`src/rtl/ulpi_pkg.sv`:
```
// Shared types and constants for the ULPI link register-access engine.
package ulpi_pkg;

    typedef enum logic [2:0] {
        ST_IDLE,
        ST_CMD,
        ST_WDATA,
        ST_STP,
        ST_TURN,
        ST_RDATA,
        ST_WAIT_LOW,
        ST_HOLD
    } state_e;

    localparam logic [1:0] TXCMD_REGW = 2'b10;
    localparam logic [1:0] TXCMD_REGR = 2'b11;
    localparam logic [7:0] NOOP       = 8'h00;

    typedef struct packed {
        logic       wr;
        logic [5:0] addr;
        logic [7:0] wdata;
    } reg_req_t;

    function automatic logic [7:0] reg_cmd(input logic wr, input logic [5:0] addr);
        return {wr ? TXCMD_REGW : TXCMD_REGR, addr};
    endfunction

endpackage

```
`src/rtl/ulpi_link_reg_if.sv`:
```
// ULPI bus plus register request/response signals; master = link, slave = PHY/user side.
interface ulpi_link_reg_if;

    logic [7:0] ulpi_data_in;
    logic [7:0] ulpi_data_out;
    logic       ulpi_data_oe;
    logic       ulpi_direction;
    logic       ulpi_nxt;
    logic       ulpi_stp;
    logic       req_valid;
    logic       req_ready;
    logic       req_wr;
    logic [5:0] req_addr;
    logic [7:0] req_wdata;
    logic       rsp_valid;
    logic [7:0] rsp_rdata;
    logic       rsp_err;
    logic       rx_cmd_valid;
    logic [7:0] rx_cmd;

    modport master (
        input  ulpi_data_in, ulpi_direction, ulpi_nxt,
        input  req_valid, req_wr, req_addr, req_wdata,
        output ulpi_data_out, ulpi_data_oe, ulpi_stp,
        output req_ready, rsp_valid, rsp_rdata, rsp_err,
        output rx_cmd_valid, rx_cmd
    );

    modport slave (
        output ulpi_data_in, ulpi_direction, ulpi_nxt,
        output req_valid, req_wr, req_addr, req_wdata,
        input  ulpi_data_out, ulpi_data_oe, ulpi_stp,
        input  req_ready, rsp_valid, rsp_rdata, rsp_err,
        input  rx_cmd_valid, rx_cmd
    );

endinterface

```
`src/rtl/ulpi_timeout_cnt.sv`:
```
// Per-state cycle counter; expired is high during the TIMEOUT_CYCLES-th enabled cycle.
module ulpi_timeout_cnt #(
    parameter int TIMEOUT_CYCLES = 64
) (
    input  logic clk,
    input  logic rst,
    input  logic clear,
    input  logic enable,
    output logic expired
);

    localparam int W = $clog2(TIMEOUT_CYCLES + 1);
    localparam logic [W-1:0] LAST = W'(TIMEOUT_CYCLES - 1);

    logic [W-1:0] count;

    // NOTE: sequential state is always updated with <= so every flop samples pre-edge values.
    always_ff @(posedge clk) begin
        if (rst || clear) begin
            count <= '0;
        end else if (enable && count != LAST) begin
            count <= count + W'(1);
        end
    end

    assign expired = enable && (count == LAST);

endmodule

```
`src/rtl/ulpi_link_reg.sv`:
```
// ULPI link register read/write engine with abort/reissue and timeout handling.
// Define ULPI_LINK_RXCMD_EN to build RX CMD capture; otherwise rx_cmd outputs are tied low.
module ulpi_link_reg
    import ulpi_pkg::*;
#(
    parameter int TIMEOUT_CYCLES = 64
) (
    input  logic            ulpi_clk,
    input  logic            ulpi_reset,
    ulpi_link_reg_if.master bus
);

    state_e     state;
    state_e     next_state;
    reg_req_t   req_q;
    logic       dir_d;
    logic       cnt_clear;
    logic       cnt_enable;
    logic       cnt_expired;
    logic       rsp_fire;
    logic       rsp_fire_err;
    logic [7:0] rsp_fire_rdata;

    // The bus is ours only when the PHY has not owned it this cycle or the last.
    assign bus.ulpi_data_oe = !bus.ulpi_direction && !dir_d;
    assign bus.req_ready    = (state == ST_IDLE) && !bus.ulpi_direction && !dir_d;

    assign cnt_enable = state inside {ST_CMD, ST_WDATA, ST_TURN};
    assign cnt_clear  = (next_state != state);

    ulpi_timeout_cnt #(
        .TIMEOUT_CYCLES(TIMEOUT_CYCLES)
    ) u_timeout (
        .clk    (ulpi_clk),
        .rst    (ulpi_reset),
        .clear  (cnt_clear),
        .enable (cnt_enable),
        .expired(cnt_expired)
    );

    always_ff @(posedge ulpi_clk) begin
        if (ulpi_reset) begin
            state         <= ST_IDLE;
            dir_d         <= 1'b0;
            bus.rsp_valid <= 1'b0;
            bus.rsp_err   <= 1'b0;
            bus.rsp_rdata <= '0;
        end else begin
            state         <= next_state;
            dir_d         <= bus.ulpi_direction;
            bus.rsp_valid <= rsp_fire;
            bus.rsp_err   <= rsp_fire_err;
            bus.rsp_rdata <= rsp_fire_rdata;
        end
    end

    // NOTE: the request latch needs no reset; it is only read after a request has been accepted.
    always_ff @(posedge ulpi_clk) begin
        if (bus.req_valid && bus.req_ready) begin
            req_q <= '{wr: bus.req_wr, addr: bus.req_addr, wdata: bus.req_wdata};
        end
    end

    always_comb begin
        // NOTE: every signal written here gets a default first, so no path can infer a latch.
        next_state        = state;
        bus.ulpi_data_out = NOOP;
        bus.ulpi_stp      = 1'b0;
        rsp_fire          = 1'b0;
        rsp_fire_err      = 1'b0;
        rsp_fire_rdata    = '0;

        case (state)
            ST_IDLE: begin
                if (bus.req_valid && bus.req_ready) next_state = ST_CMD;
            end
            ST_CMD: begin
                bus.ulpi_data_out = reg_cmd(req_q.wr, req_q.addr);
                if (bus.ulpi_nxt) begin
                    next_state = req_q.wr ? ST_WDATA : ST_TURN;
                end else if (bus.ulpi_direction) begin
                    next_state = ST_HOLD;
                end else if (cnt_expired) begin
                    rsp_fire     = 1'b1;
                    rsp_fire_err = 1'b1;
                    next_state   = req_q.wr ? ST_STP : ST_WAIT_LOW;
                end
            end
            ST_WDATA: begin
                bus.ulpi_data_out = req_q.wdata;
                if (bus.ulpi_nxt) begin
                    rsp_fire   = 1'b1;
                    next_state = ST_STP;
                end else if (bus.ulpi_direction) begin
                    next_state = ST_HOLD;
                end else if (cnt_expired) begin
                    rsp_fire     = 1'b1;
                    rsp_fire_err = 1'b1;
                    next_state   = ST_STP;
                end
            end
            ST_STP: begin
                bus.ulpi_stp = 1'b1;
                next_state   = ST_IDLE;
            end
            ST_TURN: begin
                if (bus.ulpi_direction) begin
                    next_state = ST_RDATA;
                end else if (cnt_expired) begin
                    rsp_fire     = 1'b1;
                    rsp_fire_err = 1'b1;
                    next_state   = ST_WAIT_LOW;
                end
            end
            ST_RDATA: begin
                rsp_fire       = 1'b1;
                rsp_fire_rdata = bus.ulpi_data_in;
                next_state     = ST_WAIT_LOW;
            end
            ST_WAIT_LOW: begin
                if (!bus.ulpi_direction) next_state = ST_IDLE;
            end
            ST_HOLD: begin
                // Aborted attempt: reissue the whole command once the PHY lets go.
                if (!bus.ulpi_direction) next_state = ST_CMD;
            end
            default: next_state = ST_IDLE;
        endcase
    end

`ifdef ULPI_LINK_RXCMD_EN
    logic rx_hit;

    assign rx_hit = dir_d && bus.ulpi_direction && !bus.ulpi_nxt && (state != ST_RDATA);

    always_ff @(posedge ulpi_clk) begin
        if (ulpi_reset) begin
            bus.rx_cmd_valid <= 1'b0;
            bus.rx_cmd       <= '0;
        end else begin
            bus.rx_cmd_valid <= rx_hit;
            if (rx_hit) bus.rx_cmd <= bus.ulpi_data_in;
        end
    end
`else
    assign bus.rx_cmd_valid = 1'b0;
    assign bus.rx_cmd       = '0;
`endif

endmodule

```
`src/flat_wrapper.sv`:
```
// flat-port wrapper written by rule: the top's interface ports become plain ports
module ulpi_link_reg_flat import ulpi_pkg::*;
#(
    parameter int TIMEOUT_CYCLES = 64
)
  (ulpi_clk, ulpi_reset, bus_ulpi_data_in, bus_ulpi_direction, bus_ulpi_nxt, bus_req_valid, bus_req_wr, bus_req_addr, bus_req_wdata, bus_ulpi_data_out, bus_ulpi_data_oe, bus_ulpi_stp, bus_req_ready, bus_rsp_valid, bus_rsp_rdata, bus_rsp_err, bus_rx_cmd_valid, bus_rx_cmd);
  ulpi_link_reg_if bus_i ();
  input  logic ulpi_clk;
  input  logic ulpi_reset;
  input wire logic [$bits(bus_i.ulpi_data_in)-1:0] bus_ulpi_data_in;
  input wire logic [$bits(bus_i.ulpi_direction)-1:0] bus_ulpi_direction;
  input wire logic [$bits(bus_i.ulpi_nxt)-1:0] bus_ulpi_nxt;
  input wire logic [$bits(bus_i.req_valid)-1:0] bus_req_valid;
  input wire logic [$bits(bus_i.req_wr)-1:0] bus_req_wr;
  input wire logic [$bits(bus_i.req_addr)-1:0] bus_req_addr;
  input wire logic [$bits(bus_i.req_wdata)-1:0] bus_req_wdata;
  output wire logic [$bits(bus_i.ulpi_data_out)-1:0] bus_ulpi_data_out;
  output wire logic [$bits(bus_i.ulpi_data_oe)-1:0] bus_ulpi_data_oe;
  output wire logic [$bits(bus_i.ulpi_stp)-1:0] bus_ulpi_stp;
  output wire logic [$bits(bus_i.req_ready)-1:0] bus_req_ready;
  output wire logic [$bits(bus_i.rsp_valid)-1:0] bus_rsp_valid;
  output wire logic [$bits(bus_i.rsp_rdata)-1:0] bus_rsp_rdata;
  output wire logic [$bits(bus_i.rsp_err)-1:0] bus_rsp_err;
  output wire logic [$bits(bus_i.rx_cmd_valid)-1:0] bus_rx_cmd_valid;
  output wire logic [$bits(bus_i.rx_cmd)-1:0] bus_rx_cmd;
  assign bus_i.ulpi_data_in = bus_ulpi_data_in;
  assign bus_i.ulpi_direction = bus_ulpi_direction;
  assign bus_i.ulpi_nxt = bus_ulpi_nxt;
  assign bus_i.req_valid = bus_req_valid;
  assign bus_i.req_wr = bus_req_wr;
  assign bus_i.req_addr = bus_req_addr;
  assign bus_i.req_wdata = bus_req_wdata;
  assign bus_ulpi_data_out = bus_i.ulpi_data_out;
  assign bus_ulpi_data_oe = bus_i.ulpi_data_oe;
  assign bus_ulpi_stp = bus_i.ulpi_stp;
  assign bus_req_ready = bus_i.req_ready;
  assign bus_rsp_valid = bus_i.rsp_valid;
  assign bus_rsp_rdata = bus_i.rsp_rdata;
  assign bus_rsp_err = bus_i.rsp_err;
  assign bus_rx_cmd_valid = bus_i.rx_cmd_valid;
  assign bus_rx_cmd = bus_i.rx_cmd;
  ulpi_link_reg #(.TIMEOUT_CYCLES(TIMEOUT_CYCLES)) u_core (.ulpi_clk(ulpi_clk), .ulpi_reset(ulpi_reset), .bus(bus_i));
endmodule
```
`config.mk`:
```
export PLATFORM = sky130hd
export DESIGN_NAME = ulpi_link_reg_flat
export DESIGN_NICKNAME = d
export VERILOG_FILES = /design/src/rtl/ulpi_pkg.sv /design/src/rtl/ulpi_link_reg_if.sv /design/src/rtl/ulpi_timeout_cnt.sv /design/src/rtl/ulpi_link_reg.sv /design/src/flat_wrapper.sv
export SDC_FILE = /design/constraint.sdc
export NUM_CORES = 1
export LEC_CHECK = 0
export ABC_CLOCK_PERIOD_IN_PS = 4900
export BUFFER_PORTS_ARGS = -buffer_cell sky130_fd_sc_hd__buf_2
export CAP_MARGIN = 25
export CORE_UTILIZATION = 25
export CTS_BUF_LIST = sky130_fd_sc_hd__clkbuf_4 sky130_fd_sc_hd__clkbuf_8
export CTS_CLUSTER_SIZE = 28
export DETAILED_ROUTE_END_ITERATION = 10
export PLACE_DENSITY = 0.56
export SLEW_MARGIN = 20
export SYNTH_ARGS = -nofsm -noshare
export SYNTH_HDL_FRONTEND = slang
export SYNTH_HIERARCHICAL = 1
export SYNTH_SLANG_ARGS = --single-unit
```
`constraint.sdc`:
```
create_clock -name ulpi_clk -period 4.9 [get_ports ulpi_clk]
set_input_delay 0.245 -clock ulpi_clk [delete_from_list [all_inputs] [get_ports ulpi_clk]]
set_output_delay 0.245 -clock ulpi_clk [all_outputs]
set_load 0.01 [all_outputs]
```
After elaboration in Yosys (flattened, before gate mapping)
Index checks and enable logic that the tools add are counted.
{"block": "totals", "wordCells": 57, "ff_bits": 36, "in_bits": 28}
{"block": "op_classes", "n_bitwise": 1, "n_addsub": 1, "reduce_logical": 13, "n_eq_ne": 10, "muxes": 23}
{"op": "2-to-1 mux 3 bit", "n": 13}
{"op": "case mux 3 bit (8 select lines)", "n": 1}
{"op": "case mux 8 bit (2 select lines)", "n": 1}
{"op": "equality test 3 bit, second input constant", "n": 4}
{"op": "adder 7 x 1 -> 7 bit, second input constant", "n": 1}
{"op": "equality test 7 x 6 -> 1 bit, second input constant", "n": 1}
{"op": "inequality test 7 x 6 -> 1 bit, second input constant", "n": 1}
{"op": "equality test 3 x 2 -> 1 bit, second input constant", "n": 2}
{"op": "logical AND 1 bit", "n": 6}
{"op": "2-to-1 mux 1 bit", "n": 6}
{"op": "case mux 1 bit (4 select lines)", "n": 1}
{"op": "OR reduction 2 bit", "n": 2}
{"op": "equality test 3 x 1 -> 1 bit, second input constant", "n": 1}
{"op": "logical NOT 3 bit", "n": 1}
{"op": "inequality test 3 bit", "n": 1}
{"op": "nonzero test 3 bit", "n": 1}
{"op": "logical NOT 1 bit", "n": 2}
{"op": "case mux 1 bit (2 select lines)", "n": 1}
{"op": "logical OR 1 bit", "n": 1}
{"op": "NOT 1 bit", "n": 1}

Logic depth before layout (Yosys ltp)
Gate-level depths: netlist (run 1).
{"block": "depth", "word_depth": 9, "ltp_mapped": 15, "mapped_depth_nobuf": 14}

Modules after synthesis
The synthesis (run 1) kept the hierarchy.
{"module": "ulpi_link_reg", "cells_per_inst": 133, "n_inst": 1, "area_each_um2": 1335.0}
{"module": "ulpi_timeout_cnt", "cells_per_inst": 37, "n_inst": 1, "area_each_um2": 331.6}

Worst setup path before layout (run 1)
OpenSTA, ideal clock, no wires.
{"block": "synth_timing", "path_kind": "register to register", "start": "reg u_core.state[2]", "end": "reg u_core.u_timeout.count[4]", "setup_time_ns": 0.074, "t_arrival_ns": 2.776, "path_slack_ns": 2.050, "period_less_slack_ns": 2.850, "required_ns": 4.826, "path_stages_with_launch": 16, "n_path_buf": 2, "cell_sequence": "dfxtp_1 buf_2 buf_2 xnor2_1 o21ai_0 nand2_1 nor2_1 nand3_1 nor2_1 or3_1 a31oi_1 nand2_1 a211o_1 nor2_1 o21ai_0 a31oi_1"}
{"block": "synth_via", "elab_chain_len": 9, "elab_cells_between_ends": 28}
{"element": "start: declaration", "line_no": "ulpi_link_reg.sv:13", "text": "state_e state;"}
{"element": "start signal: assignment", "line_no": "ulpi_link_reg.sv:49", "text": "state <= next_state;"}
{"element": "equality test 3 x 1 -> 1 bit (tied with other cells)", "line_no": "ulpi_link_reg.sv:28", "text": "assign cnt_enable = state inside {ST_CMD, ST_WDATA, ST_TURN};"}
{"element": "nonzero test 3 bit (*)", "line_no": "ulpi_link_reg.sv:28"}
{"element": "net u_core.cnt_enable", "line_no": "ulpi_link_reg.sv:18", "text": "logic cnt_enable;"}
{"element": "logical AND 1 bit (*)", "line_no": "ulpi_timeout_cnt.sv:26", "text": "assign expired = enable && (count == LAST);"}
{"element": "net u_core.cnt_expired", "line_no": "ulpi_link_reg.sv:19", "text": "logic cnt_expired;"}
{"element": "2-to-1 mux 3 bit, on equally long branches", "line_no": "ulpi_link_reg.sv:96, ulpi_link_reg.sv:83"}
{"element": "2-to-1 mux 3 bit, on equally long branches", "line_no": "ulpi_link_reg.sv:94, ulpi_link_reg.sv:81"}
{"element": "2-to-1 mux 3 bit, on equally long branches", "line_no": "ulpi_link_reg.sv:91, ulpi_link_reg.sv:79"}
{"element": "case mux 3 bit (8 select lines) (*)", "line_no": "ulpi_link_reg.sv:73", "text": "case (state)"}
{"element": "inequality test 3 bit (*)", "line_no": "ulpi_link_reg.sv:29", "text": "assign cnt_clear = (next_state != state);"}
{"element": "net u_core.cnt_clear", "line_no": "ulpi_link_reg.sv:17", "text": "logic cnt_clear;"}
{"element": "logical OR 1 bit (*)", "line_no": "ulpi_timeout_cnt.sv:19", "text": "if (rst || clear) begin"}
{"element": "end signal: assignment", "line_no": "ulpi_timeout_cnt.sv:22", "text": "count <= count + W'(1);"}
{"element": "end: declaration", "line_no": "ulpi_timeout_cnt.sv:15", "text": "logic [W-1:0] count;"}
Mark *: on every way through the listed nets, which the timed path passes. The rest lies on a longest branch.
A chain may end at the register's enable or synchronous reset.

Worst setup path in the final report (run 1)
{"block": "layout_timing", "start": "reg u_core.state[2]", "end": "reg u_core.u_timeout.count[3]"}
The elaborated chain is that of the path after synthesis.

==> impl_metrics.yaml, run 1 <==
logic_synthesis:
  synth.area.top_cells: "edfxtp_1 27%, dfxtp_1 25%, nor2_1 4.3%"
  yosys-top-cells-count: "21 x dfxtp_1, 19 x nor2_1, 15 x edfxtp_1"
  synth_edf_count: 15
  synthFlopType: "dfxtp_1"
  ys_types: 42
  synthArstFlopShare_pct: 0
  seq_area_frac_synth_pct: 52.3
  synth_top_cell_by_area: "edfxtp_1"
  ys_warn_count: 6
  yosysTopAreaCellShare_pct: 27.0
  syn_area_mm2: 0.00167
  synthCells: 170
  synth_most_common_cell: "dfxtp_1"
  avgSynthCellArea_um2: 9.80
  ys_ff_latch: 36
global_routing:
  grt_pass1_vias: 1292
  antenna_found_initial: 0
  grt-ovfl-total: 0
  track_usage_pct: 10.8
  grt_pass1_wl_um: 5840
  grt_max_degree: 26
place:
  portBuffers: 48
  place.gp.congestion: 0.848
  hpwl_um: 2560
  placed_cell_area_mm2: 0.00194
hold_path:
  hold_class: "in -> reg"
  hold_path_depth: 1
clocking:
  cts_tree: "yes"
  cts_max_level: 2
  postCtsSetupBuffers: 0
  clockBufferDepth: 2
  ctsHoldBuffers: 0
  clock_latency_ns: 0.29
  cts_resized: 0
  cts-root-buf: "clkbuf_8"
  cts.clk_slew.worst_paths_ns: 0.07
  cts_made_buffers: 5
  clkSinkCount: 36
power:
  total_power_mw: 0.614
  powerDensity_mw_per_mm2: 303
  p_leak_nw: 0.852
  irDropWorstVdd_uv: 127
route:
  vias: 1356
  drtAntennaViolNets: 0
  drt_wl_total_um: 3530
  via_per_inst: 4.60
  drt-initial-drc-count: 122
  drc_errors: 0
  firstDrtPassIters: 4
  wl_per_cell_um: 12.0
run:
  drv_cap: 0
floorplanning:
  die-area_mm2: 0.00700
  rows: 29
  coreArea_mm2: 0.00639
  initial_utilization_pct: 26.1
  io_pins: 58
  die_w_um: 83.6
  chipHeight_um: 83.6
sta:
  worstMarginPinSlew_ns: 0.820
  setup_viol: 0
  skew_ns: 0.00252
  fin_crit_sh_pct: 71.0
  rsz0062_at_grt: "no"
  fin_crit_ns: 3.48
  max_freq_mhz: 287
  holdWs_ns: 0.128
  final_max_slew_viol_count: 0
  maxSlewHeadroom_pct: 45.2
  tns_ns: 0
  hold_violations: 0
worst_setup_path:
  crit_type: "reg -> reg"
  cp_max_fo: 25
  required_ns: 5.12
  cp.arrival_ns: 3.70
  critPathLaunchType: "flop"
  rr_worst_depth: 14
  end_kind: "flop"
layout:
  final_design_area_no_fill_mm2: 0.00203
  nNetsFinal: 246
  fin_util_pct: 31.8
  area_growth_pct: 21.7
  drive_gt1_share_pct: 28.9
  antenna_cells: 0
run_status:
  outcome: "completed"
## registers in the layout (all words and copies together) (netlist names)
name                    flops
u_core/req_q               15
u_core/u_timeout/count      7
u_core/dir_d                1
u_core/bus.rsp_rdata        8
u_core/bus.rsp_valid        1
u_core/bus.rsp_err          1
u_core/state                3
## critical path, cell delays in order (launching register included)
cell and delay (ns):
dfxtp_1 0.86, inv_1 0.23, nand2_1 0.11, o21ai_0 0.18, nand2_1 0.15, nor2_1 0.07, nand3_1 0.09, nor2_1 0.09
or3_1 0.42, a31oi_1 0.19, nand2_1 0.07, a211o_1 0.34, nor2_1 0.32, o21ai_0 0.15, a31oi_1 0.14
## per-layer routing
layer / up-vias / GRT usage (%) / wire length, um
met5: - / 0 / 0
met4: 0 / 5.86 / 68
met3: 7 / 3.76 / 243
met2: 49 / 16.0 / 1610
met1: 614 / 13.6 / 1600
li1: 686 / - / -
## cell families (layout without fill, tap and decap cells)
kind of cell | count (synthesis) | in the layout | synth area share (%)
buffers and inverters | 19 | 59 | 6.53
multiplexers | 1 | 1 | 0.676
flip-flops | 36 | 36 | 52.3
other | 1 | 9 | 0.225
AO/OA/AOI/OAI | 40 | 40 | 15.8
AND/OR/NAND/NOR | 70 | 70 | 22.7
XOR/XNOR | 2 | 2 | 1.05
adder cells (fa/ha/maj) | 1 | 1 | 0.751
## per-stage QoR
stage	cells	setup WS, ns
4_1_cts	295	1.43
3_3_place_gp	287	1.55
2_1_floorplan	178	2.05
3_5_place_dp	287	1.43
6_report	295	1.42
5_1_grt	295	0.907
## placed cells by master (no fill, tap or decap), types with 2 or more instances in the layout
cell       n
conb_1     9
a31oi_1    4
nor3b_1    4
nand2b_1   2
buf_2     48
clkbuf_4   2
nor2b_1    7
dfxtp_1   21
nor2_1    19
a211o_1    2
clkbuf_8   5
nand2_1    9
edfxtp_1  15
or3_1      4
a21oi_1    6
inv_1      2
a22oi_1    7
nor3_1     2
o21ai_0   11
and2_1     9
a221oi_1   2
nand3_1    3
and3_1     4
## report_power, final
part	total, mW	leakage (nW)	internal, mW	switching, mW
sequential	0.333	0.308	0.323	0.0102
combinational	0.0680	0.495	0.0290	0.0390
clock	0.213	0.0491	0.111	0.102
total	0.614	0.852	0.463	0.151
## layout make-up
cell class	count	area, um2
fillers	669	4360
flip-flops and latches	36	871
multi-input cells	123	717
repair buffers	49	248
well taps	77	96.3
clock buffers	7	83.8
inverters	2	7.51
clock inverters	1	5.00
## path summary, 6_finish.rpt
| check | start | to | slack, ns |
|---|---|---|---|
| max reg2reg | u_core/state[2] | u_core/u_timeout/count[3] | 1.42 |
| max | u_core/state[2] | u_core/u_timeout/count[3] | 1.42 |
| min reg2reg | u_core/u_timeout/count[1] | u_core/u_timeout/count[1] | 0.49 |
| min | bus_req_wdata[3] | u_core/req_q[3] | 0.13 |
No activity file was read; power rests on OpenSTA's default activity.
==> inputs of run 2 (changes only) <==
ABC_CLOCK_PERIOD_IN_PS = 3600   (was 4900)
clock period = 3.6 ns   (was 4.9 ns; I/O delays follow)
==> run 2 against run 1 <==
Effect of this change: combinational power up 51%; sequential power rose by 34%; setup slack worse by 0.62 ns; critical path type unchanged; largest power group unchanged.
==> impl_metrics.yaml, run 2 (synthesized netlist as in run 1, its figures left out) <==
run_status:
  outcome: "completed"
global_routing:
  antenna_found_initial: 0
  grt_max_degree: 24
  grt_pass1_wl_um: 5830
  grt_pass1_vias: 1278
  track_usage_pct: 10.5
  grt-ovfl-total: 0
worst_setup_path:
  rr_startpoint: "u_core/state[0]"
  crit_start: "u_core/state[0]"
  cp.arrival_ns: 3.01
  end_kind: "flop"
  critPathLaunchType: "flop"
  crit_type: "reg -> reg"
  cp_max_fo: 6
  required_ns: 3.81
clocking:
  cts_made_buffers: 5
  postCtsSetupBuffers: 0
  cts_resized: 0
  ctsHoldBuffers: 0
  clkSinkCount: 36
  clock_latency_ns: 0.29
  cts.clk_slew.worst_paths_ns: 0.08
  cts_tree: "yes"
  cts_max_level: 2
  cts-root-buf: "clkbuf_8"
  clockBufferDepth: 2
layout:
  final_design_area_no_fill_mm2: 0.00207
  drive_gt1_share_pct: 29.9
  regMostFlops: "u_core/req_q"
  reg_top3: "u_core/req_q: 15 flops, u_core/bus.rsp_rdata: 8 flops, u_core/u_timeout/count: 7 flops"
  layout_commonest_cell: "buf_2"
  layout_common_cells: "48 x buf_2, 21 x dfxtp_1, 19 x nor2_1"
  area_growth_pct: 24.4
  antenna_cells: 0
  nNetsFinal: 249
  fillers: 660
  largest_reg_flops: 15
power:
  p_leak_nw: 0.873
  comb_power_share_pct: 11.4
  seqPwrFrac_pct: 49.3
  powerDensity_mw_per_mm2: 436
  p_switching_mw: 0.217
  sw_frac_of_total_pct: 24.0
  p_clk_share_pct: 39.3
  p_int_mw: 0.686
  irDropWorstVdd_uv: 194
  total_power_mw: 0.903
floorplanning:
  rows: 29
  io_pins: 58
  coreArea_mm2: 0.00639
  initial_utilization_pct: 26.1
  die_w_um: 83.6
  chipHeight_um: 83.6
  die-area_mm2: 0.00700
place:
  portBuffers: 48
  place.gp.congestion: 0.792
  placed_cell_area_mm2: 0.00196
  hpwl_um: 2640
sta:
  tns_ns: 0
  skew_ns: 0.00915
  maxSlewHeadroom_pct: 52.7
  final_max_slew_viol_count: 0
  rsz0062_at_grt: "no"
  worstMarginPinSlew_ns: 0.705
  max_freq_mhz: 357
  setup_viol: 0
  fin_crit_ns: 2.80
  hold_violations: 0
  fin_crit_sh_pct: 77.8
route:
  firstDrtPassIters: 4
  vias: 1371
  drt_wl_total_um: 3610
  drtAntennaViolNets: 0
  via_per_inst: 4.60
  drt-initial-drc-count: 79
  wl_per_cell_um: 12.1
  drc_errors: 0
hold_path:
  min-delay-start: "bus_req_addr[1]"
  hold_class: "in -> reg"
run:
  drv_cap: 0
[run 2: routing by layer]
layer	track usage, %	vias up	routed length, um	part of all wire, %
li1	-	689	-	-
met1	13.4	625	1740	48
met2	16.7	55	1590	44
met3	3.36	2	253	7.0
met4	3.24	0	16	0.44
met5	0	-	0	0
[run 2: layout make-up]
class	instances	area [um2]	area share, %
Clock inverter	3	42.5	2.05
Tap cell	77	96.3	4.65
Inverter	2	7.51	0.362
Sequential cell	36	871	42.0
Clock buffer	5	68.8	3.32
Multi-Input combinational cell	123	717	34.6
Timing Repair Buffer	52	270	13.0
[run 2: power groups by stage]
| stage | Sequential (mW) | Clock (mW) | Combinational, mW |
|---|---|---|---|
| global route | 0.447 | 0.382 | 0.115 |
| detailed placement | 0.455 | 0 | 0.104 |
| finish | 0.445 | 0.355 | 0.103 |
| global placement | 0.455 | 0 | 0.104 |
| floorplan | 0.454 | 0 | 0.0731 |
| CTS | 0.445 | 0.369 | 0.105 |
[run 2: path summary, 6_finish.rpt]
path,endpoint,slack [ns],depth (start not counted)
worst min-delay path,u_core/req_q[9],0.06,1
worst max-delay path,u_core/u_timeout/count[3],0.80,13
worst min register to register,u_core/u_timeout/count[4],0.50,1
worst max register to register,u_core/u_timeout/count[3],0.80,13
[run 2: metrics by stage]
step	utilization, %	hold WS (ns)	setup slack (ns)	std cells
final	32.5	0.0610	0.800	298
after global routing	32.5	0.0461	0.415	298
after CTS	32.5	0.0519	0.826	298
after detailed placement	30.7	0.358	0.851	290
after global placement	30.7	0.358	0.847	290
after floorplan	-	0.249	0.750	178
[run 2: critical path: stages (launching register included)]
cell and delay (ns):
dfxtp_1 0.39, xnor2_1 0.13, o21ai_0 0.17, nand2_1 0.13, nor2_1 0.08, nand3_1 0.10, nor2_1 0.09, or3_1 0.42
a21boi_0 0.22, a21oi_1 0.06, a211o_1 0.32, nor2_1 0.32, o21ai_0 0.14, a31oi_1 0.15
==> inputs of run 3 (changes only) <==
ABC_CLOCK_PERIOD_IN_PS = 2300   (was 3600)
PLACE_DENSITY = 0.57   (was 0.56)
clock period = 2.3 ns   (was 3.6 ns; I/O delays follow)
==> run 3 against run 2 <==
Effect of this change: the run now ends with negative setup slack left; cell count grew 12%; first-iteration DRC count grew 89%; wire length grew 17%; via count grew 13%; power grew 64%; utilization grew 6.4 points; sequential power grew 57%.
==> impl_metrics.yaml, run 3 (synthesized netlist as in run 1, its figures left out) <==
run_status:
  outcome: "complete, but fails checks"
  violations: "negative setup slack"
sta:
  rsz0062_at_grt: "yes"
  fin_crit_sh_pct: 103
  setup_viol: 4
  final_max_slew_viol_count: 0
  setup_ws_ns: -0.0598
  max_freq_mhz: 424
  skew_ns: 0.00558
  worstMarginPinSlew_ns: 0.659
  hold_violations: 0
  fin_crit_ns: 2.36
  tns_ns: -0.102
  maxSlewHeadroom_pct: 55.8
global_routing:
  grt-ovfl-total: 0
  grt_pass1_wl_um: 6890
  gr-max-usage-layer: "met2"
  antenna_found_initial: 0
  grt_use_met2_pct: 20.3
  grtUsageMet3_pct: 3.76
  grt_max_degree: 17
  grt_pass1_vias: 1456
  track_usage_pct: 12.5
  grt.met1_usage_pct: 15.6
clocking:
  cts_made_buffers: 5
  cts-root-buf: "clkbuf_8"
  clkSinkCount: 36
  cts.clk_slew.worst_paths_ns: 0.07
  cts_max_level: 2
  clock_latency_ns: 0.28
  cts_tree: "yes"
  clockBufferDepth: 2
place:
  portBuffers: 48
  placed_cell_area_mm2: 0.00209
  place.gp.congestion: 0.816
  hpwl_um: 2780
worst_setup_path:
  crit_path_max_incr_delay_ns: 0.37
  crit_chain: "xnor2_2 > o21ai_2 > nand2_2 > buf_4 > buf_4 > buf_4 > buf_4 > buf_4 > buf_4 > buf_4 > buf_4 > buf_4 > buf_4 > nor3b_4 > nor4_2"
  cpMostUsedCell: "buf_4"
  required_ns: 2.47
  end_kind: "flop"
  slowest_stage: "dfxtp_4"
  cp_max_fo: 5
  cp.arrival_ns: 2.53
  critPathLaunchType: "flop"
  critPathBufInv: 10
  critPathTopFamily: "buffers and inverters"
  crit_type: "reg -> reg"
layout:
  area_growth_pct: 49.0
  drive_gt1_share_pct: 40.9
  reg_top3: "u_core/req_q: 15 flops, u_core/bus.rsp_rdata: 8 flops, u_core/u_timeout/count: 7 flops"
  fillers: 650
  seqCellArea_um2: 880
  final_design_area_no_fill_mm2: 0.00248
  nNetsFinal: 285
  layout_common_cells: "48 x buf_2, 25 x buf_4, 18 x dfxtp_1"
  largest_reg_flops: 15
  antenna_cells: 0
  layout_commonest_cell: "buf_2"
  multi_input_area_um2: 810
  regMostFlops: "u_core/req_q"
  fin_util_pct: 38.9
power:
  powerDensity_mw_per_mm2: 596
  p_leak_nw: 1.06
  irDropWorstVdd_uv: 336
floorplanning:
  rows: 29
  io_pins: 58
  die_w_um: 83.6
  coreArea_mm2: 0.00639
  die-area_mm2: 0.00700
  initial_utilization_pct: 26.1
  chipHeight_um: 83.6
route:
  vias: 1543
  drt_wl_total_um: 4230
  drc_errors: 0
  drt-initial-drc-count: 149
  wl_per_cell_um: 12.7
  via_per_inst: 4.62
  drtAntennaViolNets: 0
  firstDrtPassIters: 4
hold_path:
  hold_class: "in -> reg"
run:
  drv_cap: 0
[run 3: worst paths after layout]
path	to	depth (start not counted)	start	slack [ns]
max	u_core/u_timeout/count[2]	15	u_core/state[0]	-0.06
min	u_core/req_q[6]	1	bus_req_wdata[6]	0.02
max reg2reg	u_core/u_timeout/count[2]	15	u_core/state[0]	-0.06
min reg2reg	u_core/u_timeout/count[1]	2	u_core/u_timeout/count[1]	0.48
[run 3: power breakdown]
part	total, mW	switching, mW	internal [mW]
sequential	0.698	0.0109	0.688
combinational	0.227	0.117	0.110
clock	0.554	0.221	0.333
total	1.48	0.348	1.13
[run 3: through the flow]
step                      setup slack, ns  std cells  hold WS, ns  total power [mW]
final                             -0.0598        334       0.0201              1.48
after global placement             0.0135        303        0.293             0.908
after detailed placement          -0.0724        303        0.295             0.910
after floorplan                    -0.108        178        0.177             0.840
after global routing               -0.174        334      0.00630              1.56
after CTS                         0.00760        325     0.000324              1.48
[run 3: timing repair]
| action | in CTS | in global routing |
|---|---|---|
| gates resized for setup | 7 | 8 |
| endpoints found under the hold margin | 5 | 9 |
| buffers inserted | 9 | 0 |
| pin swaps | 9 | 7 |
| hold buffers | 5 | 9 |
| setup endpoints to repair | 5 | 8 |
[run 3: cell type report]
type / count / area share, %
Clock buffer: 6 / 3.07
Clock inverter: 2 / 1.41
Inverter: 2 / 0.302
Multi-Input combinational cell: 123 / 32.6
Sequential cell: 36 / 35.4
Tap cell: 77 / 3.88
Timing Repair Buffer: 88 / 23.3
[run 3: layer usage]
| metal | vias to the layer above | wire length (um) |
|---|---|---|
| li1 | 761 | - |
| met1 | 720 | 1810 |
| met2 | 53 | 2100 |
| met3 | 9 | 234 |
| met4 | 0 | 88 |
| met5 | - | 0 |
